===== config.mk =====
export PLATFORM = sky130hd
export DESIGN_NAME = fb_scanout_reader
export DESIGN_NICKNAME = d
export VERILOG_FILES = /design/src/rtl/fb_scanout_reader.sv
export SDC_FILE = /design/constraint.sdc
export NUM_CORES = 1
export LEC_CHECK = 0
export CAP_MARGIN = 20
export CORE_MARGIN = 5
export CORE_UTILIZATION = 35
export DETAILED_ROUTE_END_ITERATION = 10
export PLACE_DENSITY_LB_ADDON = 0.05
export SLEW_MARGIN = 20
export SYNTH_ARGS = -nofsm -noshare
export SYNTH_HDL_FRONTEND = slang
export SYNTH_SLANG_ARGS = --single-unit

===== constraint.sdc =====
create_clock -name clk -period 4.4 [get_ports clk]
set_input_delay 1.32 -clock clk [delete_from_list [all_inputs] [get_ports clk]]
set_output_delay 1.32 -clock clk [all_outputs]
set_load 0.01 [all_outputs]

===== src/rtl/fb_scanout_reader.sv =====
// Frame-buffer scanout reader: streams FB_WORDS RAM words from BASE_ADDR into a
// show-ahead prefetch FIFO and presents them to the pixel pipeline as valid/ready.
module fb_scanout_reader #(
  parameter int FB_WORDS   = 76800,
  parameter int BASE_ADDR  = 0,
  parameter int ADDR_W     = 17,
  parameter int DATA_W     = 32,
  parameter int FIFO_DEPTH = 8
) (
  input  logic              clk,
  input  logic              reset,
  input  logic              enable,
  input  logic              frame_start,
  output logic [ADDR_W-1:0] mem_address,
  output logic              mem_chipselect,
  output logic              mem_clken,
  output logic              mem_write,
  output logic [3:0]        mem_byteenable,
  input  logic [DATA_W-1:0] mem_readdata,
  output logic [DATA_W-1:0] pix_data,
  output logic              pix_valid,
  input  logic              pix_ready,
  output logic              frame_done,
  output logic              underflow,
  output logic [1:0]        dbg_state
);
  localparam int IW = $clog2(FB_WORDS + 1);
  localparam int PW = $clog2(FIFO_DEPTH);
  localparam int CW = PW + 1;

  typedef enum logic [1:0] {IDLE = 2'd0, FETCH = 2'd1, DRAIN = 2'd2} state_t;

  state_t            state_q, state_d;
  logic [IW-1:0]     issue_cnt_q, issue_cnt_d;
  logic [ADDR_W-1:0] next_addr_q, next_addr_d;
  logic [ADDR_W-1:0] mem_address_q, mem_address_d;
  logic              cs_q, cs_d;
  logic              pend_q, pend_d;
  logic [DATA_W-1:0] fifo_mem_q [FIFO_DEPTH];
  logic [DATA_W-1:0] fifo_mem_d [FIFO_DEPTH];
  logic [PW-1:0]     wr_ptr_q, wr_ptr_d, rd_ptr_q, rd_ptr_d;
  logic [CW-1:0]     count_q, count_d;
  logic              frame_done_q, frame_done_d;
  logic              underflow_q, underflow_d;
  logic              push, pop, credit_ok, active;

  // Handshake: a word transfers on any cycle where pix_valid && pix_ready are both
  // high; pix_valid never drops while a word is waiting, and pix_data holds the
  // FIFO head stable until it is taken. A frame_start cycle never transfers.
  always_comb begin
    active    = (state_q == FETCH) || (state_q == DRAIN);
    push      = pend_q && !frame_start;
    pop       = (count_q != '0) && pix_ready && !frame_start;
    // cs_q and pend_q are reads already committed to a FIFO slot
    credit_ok = ({1'b0, count_q} + (CW+1)'(cs_q) + (CW+1)'(pend_q))
                < (CW+1)'(FIFO_DEPTH);

    state_d       = state_q;
    issue_cnt_d   = issue_cnt_q;
    next_addr_d   = next_addr_q;
    mem_address_d = mem_address_q;
    cs_d          = 1'b0;
    pend_d        = cs_q && !frame_start;
    fifo_mem_d    = fifo_mem_q;
    wr_ptr_d      = wr_ptr_q;
    rd_ptr_d      = rd_ptr_q;
    count_d       = count_q;
    frame_done_d  = pop && (state_q == DRAIN) && (count_q == CW'(1)) && !cs_q && !pend_q;
    underflow_d   = underflow_q || (active && pix_ready && (count_q == '0));

    if (push) begin
      fifo_mem_d[wr_ptr_q] = mem_readdata;
      wr_ptr_d             = wr_ptr_q + PW'(1);
    end
    if (pop) begin
      rd_ptr_d = rd_ptr_q + PW'(1);
    end
    case ({push, pop})
      2'b10:   count_d = count_q + CW'(1);
      2'b01:   count_d = count_q - CW'(1);
      default: count_d = count_q;
    endcase

    case (state_q)
      IDLE: begin
      end
      FETCH: begin
        if (enable && credit_ok) begin
          cs_d          = 1'b1;
          mem_address_d = next_addr_q;
          next_addr_d   = next_addr_q + ADDR_W'(1);
          issue_cnt_d   = issue_cnt_q + IW'(1);
          if (issue_cnt_q == IW'(FB_WORDS - 1)) begin
            state_d = DRAIN;
          end
        end
      end
      DRAIN: begin
        if ((count_q == '0) && !cs_q && !pend_q) begin
          state_d = IDLE;
        end
      end
      default: state_d = IDLE;
    endcase

    // Restart wins over everything: in-flight returns are dropped via pend_d/push.
    if (frame_start) begin
      state_d     = FETCH;
      issue_cnt_d = '0;
      next_addr_d = ADDR_W'(BASE_ADDR);
      cs_d        = 1'b0;
      wr_ptr_d    = '0;
      rd_ptr_d    = '0;
      count_d     = '0;
      underflow_d = 1'b0;
    end
  end

  always_ff @(posedge clk) begin
    if (!reset) begin
      state_q       <= IDLE;
      issue_cnt_q   <= '0;
      next_addr_q   <= ADDR_W'(BASE_ADDR);
      mem_address_q <= ADDR_W'(BASE_ADDR);
      cs_q          <= 1'b0;
      pend_q        <= 1'b0;
      wr_ptr_q      <= '0;
      rd_ptr_q      <= '0;
      count_q       <= '0;
      frame_done_q  <= 1'b0;
      underflow_q   <= 1'b0;
    end else begin
      state_q       <= state_d;
      issue_cnt_q   <= issue_cnt_d;
      next_addr_q   <= next_addr_d;
      mem_address_q <= mem_address_d;
      cs_q          <= cs_d;
      pend_q        <= pend_d;
      wr_ptr_q      <= wr_ptr_d;
      rd_ptr_q      <= rd_ptr_d;
      count_q       <= count_d;
      frame_done_q  <= frame_done_d;
      underflow_q   <= underflow_d;
    end
  end

  // Storage needs no reset: entries are only visible once counted in.
  always_ff @(posedge clk) begin
    fifo_mem_q <= fifo_mem_d;
  end

  assign mem_address    = mem_address_q;
  assign mem_chipselect = cs_q;
  assign mem_clken      = 1'b1;
  assign mem_write      = 1'b0;
  assign mem_byteenable = 4'hF;
  assign pix_valid      = (count_q != '0);
  assign pix_data       = pix_valid ? fifo_mem_q[rd_ptr_q] : '0;
  assign frame_done     = frame_done_q;
  assign underflow      = underflow_q;
  assign dbg_state      = state_q;
endmodule


; ---- Word-level counts from Yosys, hierarchy flattened
; Cells that the tools add are included.
[totals]
regBits = 323
input_bits = 37
word_cells = 92
[op_classes]
addsub = 8
magnitude_cmp = 4
eq_ne = 13
mux = 14
bitwise = 5
reduce_logical = 28
[ops]
columns = cell, n
row1 = $bwmux W256, 1
row2 = $mux W32, 4
row3 = $bmux W32 S3, 1
row4 = $demux W32 S3, 1
row5 = $add A17 B1 Y17 const B, 2
row6 = $eq A17 B17 Y1 const B, 1
row7 = $logic_and A1 B1 Y1, 14
row8 = $ne A3 B2 Y1 const B, 3
row9 = $ge A4 B4 Y1 const B, 2
row10 = $not A3 Y4, 2
row11 = $pmux W4 S2, 1
row12 = $reduce_and A4 Y1, 2
row13 = $add A3 B1 Y3 const B, 2
row14 = $mux W2, 3
row15 = $ne A2 B1 Y1 const B, 3
row16 = $pmux W2 S3, 1
row17 = $add A4 B1 Y5, 1
row18 = $add A5 B1 Y5, 1
row19 = $lt A5 B4 Y1 const B, 1
row20 = $add A4 B1 Y4 const B, 1
row21 = $eq A2 B1 Y1 const B, 2
row22 = $eq A2 B2 Y1 const B, 2
row23 = $eq A4 B1 Y1 const B, 1
row24 = $logic_not A4 Y1, 1
row25 = other kinds (13), 19

; ---- Longest topological paths before layout
; Gate-level depths: netlist (run 1).
[logic_depth]
depth_word = 7
mapped_depth = 11

; ---- Worst setup path after synthesis (run 1)
; OpenSTA, ideal clock, no wires.
[synth_timing]
kind = input -> register
from = input port frame_start
to = register fifo_mem_q[224] in the netlist's numbering (enable)
arrival_ps = 3981
slack_ps = -42
stages = 3
path_buffers = 0
cell_sequence = nand2b_1 > or2_2 > nor3_1
[synth_between]
elab_chain_cells = 2
[synth_rtl]
columns = item, line_no
row1 = start: declaration, 13  ; input logic frame_start,
row2 = $logic_not A1 Y1, 52  ; push = pend_q && !frame_start;
row3 = $logic_and A1 B1 Y1, 52
row4 = end signal: assignment, 149  ; fifo_mem_q <= fifo_mem_d;
row5 = end: declaration, 39  ; logic [DATA_W-1:0] fifo_mem_q [FIFO_DEPTH];
; No other way between the ends.
; A chain may end at the register's enable or synchronous reset.

; ---- Worst setup path after layout (run 1)
[layout_timing]
from = register rd_ptr_q[0]
to = output port pix_data[23]
[layout_between]
elab_chain_cells = 5
[layout_rtl]
columns = item, line_no
row1 = start: declaration, 41  ; logic [PW-1:0] wr_ptr_q, wr_ptr_d, rd_ptr_q, rd_ptr_d;
row2 = start signal: assignment, 140  ; rd_ptr_q <= rd_ptr_d;
row3 = $not A3 Y4 (implied by the code), 158  ; assign pix_data = pix_valid ? fifo_mem_q[rd_ptr_q] : '0;
row4 = $bmux W32 S3, 158
row5 = $mux W32 (implied by the code) (2 in series), 158
row6 = $mux W32, 158
row7 = end: declaration, 20  ; output logic [DATA_W-1:0] pix_data,
; No other way between the ends. The select of a mux whose other input is x is not followed.

==> summary.txt, run 1 <==
Clk pin slew, worst setup/hold paths -> 0.06 ns
hpwl dp -> 18000 um
sequential area share after synthesis -> 0.696
number of buffers added on ports -> 91
die area -> 41000 um^2
Layout area overhead -> 22.2%
Post-synth ARST share -> 0
# resized after CTS -> 0
number of setup buffers added after CTS -> 0
Cells after DPL -> 1342
Layout Cell Area excl Fill -> 15900 um^2
Initial DRC Count -> 385
Yosys reg bits -> 323
WL/cell -> 20.9 um
achievable clock frequency -> 242 MHz
IO Pins -> 98
Worst EP required -> 3.08 ns
Final ANT Viol Nets -> 0
Die Width -> 203 um
Hold Crit Depth -> 2
routability congestion estimate -> 0.736
Row Count -> 70
Vias/cell -> 5.20
Die Height -> 203 um
Final Skew -> 0.0126 ns
Worst setup EP type -> output pin
hold crit path type -> flip-flop to flip-flop
clk root buf -> clkbuf_16
P_leak -> 4.83 nW
Final #Nets -> 963
CTS tree -> yes
core area -> 36600 um^2
Remaining DRCs -> 0
antenna violations before repair -> 2
total global-route track usage -> 0.145
Tot Pwr -> 0.00650 W
cell count after synthesis -> 802
PD cells -> 410 nW/um^2
crit path time final -> 4.13 ns
share of post-route cells with drive strength above 1 -> 0.176
CP arrival -> 2.81 ns
maximum clock insertion buffer count -> 3
routed wire length -> 29500 um
outcome -> finished, final reports clean
detailed-router iteration count before antenna repair -> 4
Final Max Slew Viols -> 0
RSZ-0062 raised after global routing -> no
synthesized area per cell -> 16.2 um^2
Slew HR -> 0.487
H-tree levels -> 2
area of the mapped netlist -> 13000 um^2
remaining global-route overflow -> 0
Worst R2R Path Depth -> 12
final setup fails -> 0
most used flip-flop cell after synthesis -> edfxtp_1
vias in the first global route -> 7685
worst skew pair latency -> 0.53 ns
Least-Margin Pin Slew -> 0.769 ns
Crit Path Max Fanout -> 20
Setup CP Type -> flip-flop to output pin
CP Launch Type -> flip-flop
Synthesis Warnings -> 0
Post-Layout Cell Count -> 1412
Max Cap Violations -> 0
# clock sinks -> 323
via count -> 7341
DP Area -> 14600 um^2
setup TNS -> 0 ns
hold buffers post-CTS -> 0
total CTS buffers -> 38
largest net degree at the start of global routing -> 45
Distinct cells, synth -> 56
Worst VDD drop -> 0.343 mV
EDFF count, synth -> 256
Final period util -> 0.939
final hold violation count -> 0
Initial Utilization -> 0.354
first-pass GRT wire length -> 46300 um
==> synthesized netlist by cell type (all sizes together) (9+ instances only) <==
cell	instances	area share
nor2	58	0.017
nand3	31	0.012
ha	12	0.012
dfxtp	67	0.10
edfxtp	256	0.59
a21oi	28	0.011
or4	10	0.0058
buf	24	0.012
mux2i	36	0.028
mux4	64	0.11
or3	9	0.0044
inv	11	0.0032
nand4	10	0.0048
clkbuf	25	0.0072
o31ai	10	0.0058
nand2	47	0.014
o21ai	24	0.0093
==> stage by stage <==
stage / utilization / setup WS (ns) / hold WS, ns
floorplan: - / 0.197 / 0.444
global placement: 0.399 / 0.773 / 0.442
detailed placement: 0.399 / 0.739 / 0.445
CTS: 0.433 / 0.171 / 0.454
global route: 0.433 / 0.00351 / 0.487
finish: 0.433 / 0.269 / 0.451
==> worst max-delay path, stage by stage, from the launching register on <==
cell and delay [ns]:
dfxtp_4 0.61, buf_4 0.26, mux4_2 0.51, mux2i_1 0.30
nor2_1 0.08, clkdlybuf4s50_1 0.50
==> logic make-up after synthesis <==
logic type	count (synthesis)	synth area share
flip-flops	323	0.696
adder cells (fa/ha/maj)	12	0.0116
buffers and inverters	60	0.0222
multiplexers	100	0.139
XOR/XNOR	10	0.00675
other	2	0.000579
AO/OA/AOI/OAI	90	0.0452
AND/OR/NAND/NOR	205	0.0787
==> routing by layer <==
layer,global-route usage,up-vias,part of all wire
met5,0,-,0.00044
met4,0.0422,2,0.024
met3,0.0351,49,0.047
met2,0.231,144,0.47
met1,0.200,3776,0.45
li1,-,3370,-
==> worst paths after layout <==
kind | startpoint | end | slack [ns]
worst max register to register | count_q[1] | count_q[3] | 1.29
worst min register to register | mem_address[16] | mem_address[16] | 0.45
worst min-delay path | mem_address[16] | mem_address[16] | 0.45
worst max-delay path | rd_ptr_q[0] | pix_data[23] | 0.27
==> where the power goes <==
group	total [W]	switching (W)	internal [W]
combinational	0.000116	0.0000705	0.0000452
sequential	0.00329	0.00000295	0.00329
clock	0.00309	0.00122	0.00187
total	0.00650	0.00130	0.00520
==> sequential cells by signal (all words and copies together) (netlist names) <==
name            count
next_addr_q        17
rd_ptr_q            3
pend_q              1
dbg_state           2
mem_chipselect      1
wr_ptr_q            3
issue_cnt_q        17
fifo_mem_q        256
count_q             4
underflow           1
mem_address        17
frame_done          1
==> cell type report <==
cell class	count	area (um^2)
Antenna cell	1	2.50
Clock buffer	47	1010
Clock inverter	22	231
Fill cell	3263	20800
Inverter	11	41.3
Multi-Input combinational cell	423	3740
Sequential cell	323	9040
Tap cell	468	586
Timing Repair Buffer	117	1210
==> cell usage in the layout (no fill, tap or decap), types with 10 or more instances in the layout <==
cell type          n
a21oi_1           28
clkdlybuf4s50_1   91
nand3_1           31
o31ai_1           10
edfxtp_1         256
nor2_1            52
ha_1              12
mux2i_1           36
dfxtp_1           64
mux4_2            64
o21ai_0           24
inv_1             11
buf_4             18
nand2_1           47
or4_1             10
nand4_1           10
clkbuf_16         39
Power figures use the tool's default switching activity.
==> inputs of run 2 (changes only) <==
GPL_TIMING_DRIVEN = 0   (was unset)
==> summary.txt, run 2 (synthesized netlist as in run 1, its figures left out) <==
outcome -> finished, final reports clean
crit-path max cell delay -> 0.53 ns
P_leak -> 4.97 nW
RSZ-0062 raised after global routing -> no
Final ANT Viol Nets -> 0
largest net degree at the start of global routing -> 19
hold crit path type -> flip-flop to flip-flop
first-pass GRT wire length -> 47400 um
antenna violations before repair -> 1
remaining global-route overflow -> 0
buffers plus inverters on the worst setup path -> 3
crit path time final -> 4.18 ns
Worst EP required -> 3.08 ns
met2 wire length -> 15000 um
total global-route track usage -> 0.152
uppermost layer routed -> met5
hold buffers post-CTS -> 0
Vias/cell -> 5.21
core area -> 36600 um^2
CP delay by family, top -> buffers and inverters
Tot Pwr -> 0.00630 W
Slowest cell on crit path -> mux4_2
maximum clock insertion buffer count -> 3
final hold violation count -> 0
Worst VDD drop -> 0.286 mV
Slew HR -> 0.413
Final period util -> 0.949
CTS tree -> yes
FILL cells -> 3294
routability congestion estimate -> 0.750
CP Launch Type -> flip-flop
Crit Path Max Fanout -> 10
Layout area overhead -> 23.9%
Clk pin slew, worst setup/hold paths -> 0.05 ns
Row Count -> 70
most frequent cells in the layout -> 256 x edfxtp_1, 90 x clkdlybuf4s50_1, 67 x dfxtp_1, 64 x mux4_2, 52 x nor2_1
Least-Margin Pin Slew -> 0.880 ns
Final Max Slew Viols -> 0
Initial Utilization -> 0.354
Final Skew -> 0.0215 ns
number of buffers added on ports -> 90
clk root buf -> clkbuf_16
wire length on met1 -> 14000 um
Setup CP Type -> flip-flop to output pin
Max Cap Violations -> 0
total CTS buffers -> 38
routed wire length -> 31200 um
Final #Nets -> 1006
H-tree levels -> 2
IO Pins -> 98
PD cells -> 392 nW/um^2
via count -> 7554
hpwl dp -> 20900 um
post-place setup slack -> 0.215 ns
diodes inserted -> 0
Largest Register -> fifo_mem_q
Die Width -> 203 um
detailed-router iteration count before antenna repair -> 5
worst-path cell chain -> buf_2, buf_4, mux4_2, mux2i_1, nor2_1, clkdlybuf4s50_1
final setup fails -> 0
commonest non-fill, non-tap cell in the layout -> edfxtp_1
achievable clock frequency -> 239 MHz
setup ws final -> 0.223 ns
Die Height -> 203 um
Remaining DRCs -> 0
WL met3 -> 1580 um
CP arrival -> 2.86 ns
worst skew pair latency -> 0.55 ns
Largest register FFs -> 256
Initial DRC Count -> 432
vias in the first global route -> 7820
share of post-route cells with drive strength above 1 -> 0.181
WL/cell -> 21.5 um
# clock sinks -> 323
die area -> 41000 um^2
Worst setup EP type -> output pin
run 2: changes by cell type in the layout (fill, tap and decap cells not counted), moves of 4 or more:
cell        change
clkbuf_1       +18
buf_2           +5
clkinvlp_4      -6
clkbuf_2       +10
buf_16          +5
clkinv_1        +6
buf_6           +6
buf_4           -4
run 2: final timing paths:
| kind | from | slack (ns) | endpoint | cells past startpoint |
|---|---|---|---|---|
| setup / recovery | rd_ptr_q[0] | 0.22 | pix_data[16] | 6 |
| hold / removal | mem_address[16] | 0.46 | mem_address[16] | 2 |
| setup reg to reg | count_q[0] | 1.52 | count_q[3] | 12 |
| hold reg to reg | mem_address[16] | 0.46 | mem_address[16] | 2 |
run 2: per-layer routing:
layer	global-route usage	up-vias
met5	0	-
met3	0.0324	41
met4	0.0439	2
met2	0.248	164
li1	-	3467
met1	0.206	3880
run 2: final cells by class:
| cell class | count | area, um^2 | share of cell area |
|---|---|---|---|
| clock buffer | 46 | 981 | 0.0610 |
| sequential | 323 | 9030 | 0.562 |
| multi-input combinational | 423 | 3740 | 0.233 |
| buffer | 49 | 278 | 0.0173 |
| clock inverter | 20 | 156 | 0.00973 |
| inverter | 11 | 41.3 | 0.00257 |
| timing repair buffer | 111 | 1260 | 0.0784 |
| tap | 468 | 586 | 0.0364 |
run 2: worst min-delay path, delay by kind of cell, from the launching register on:
family / cells / cell delay, ns
flops: 1 / 0.32
simple gates: 2 / 0.10
run 2: metrics by stage:
| stage | setup TNS (ns) | instance area [um^2] | hold WS, ns | instances | utilization |
|---|---|---|---|---|---|
| 6_report | 0 | 16100 | 0.465 | 1451 | 0.439 |
| 5_1_grt | 0 | 16100 | 0.478 | 1451 | 0.439 |
| 4_1_cts | 0 | 16000 | 0.463 | 1449 | 0.438 |
| 3_5_place_dp | 0 | 14900 | 0.455 | 1383 | 0.406 |
| 3_3_place_gp | -454.45 | 14500 | 0.449 | 1364 | 0.395 |
| 2_1_floorplan | 0 | 13000 | 0.444 | 806 | - |
run 2: repair_timing:
item / in CTS / in global routing
endpoints found under the setup margin: 32 / 20
endpoints found under the hold margin: 0 / 0
setup buffers: 0 / 2
gates resized for setup: 12 / 10
run 2: report_power, final:
group	internal (W)	leakage (nW)	total, W	switching, W
registers	0.00329	2.84	0.00330	0.00000263
clock network	0.00170	0.549	0.00288	0.00118
logic	0.0000482	1.58	0.000123	0.0000745
total	0.00504	4.97	0.00630	0.00126
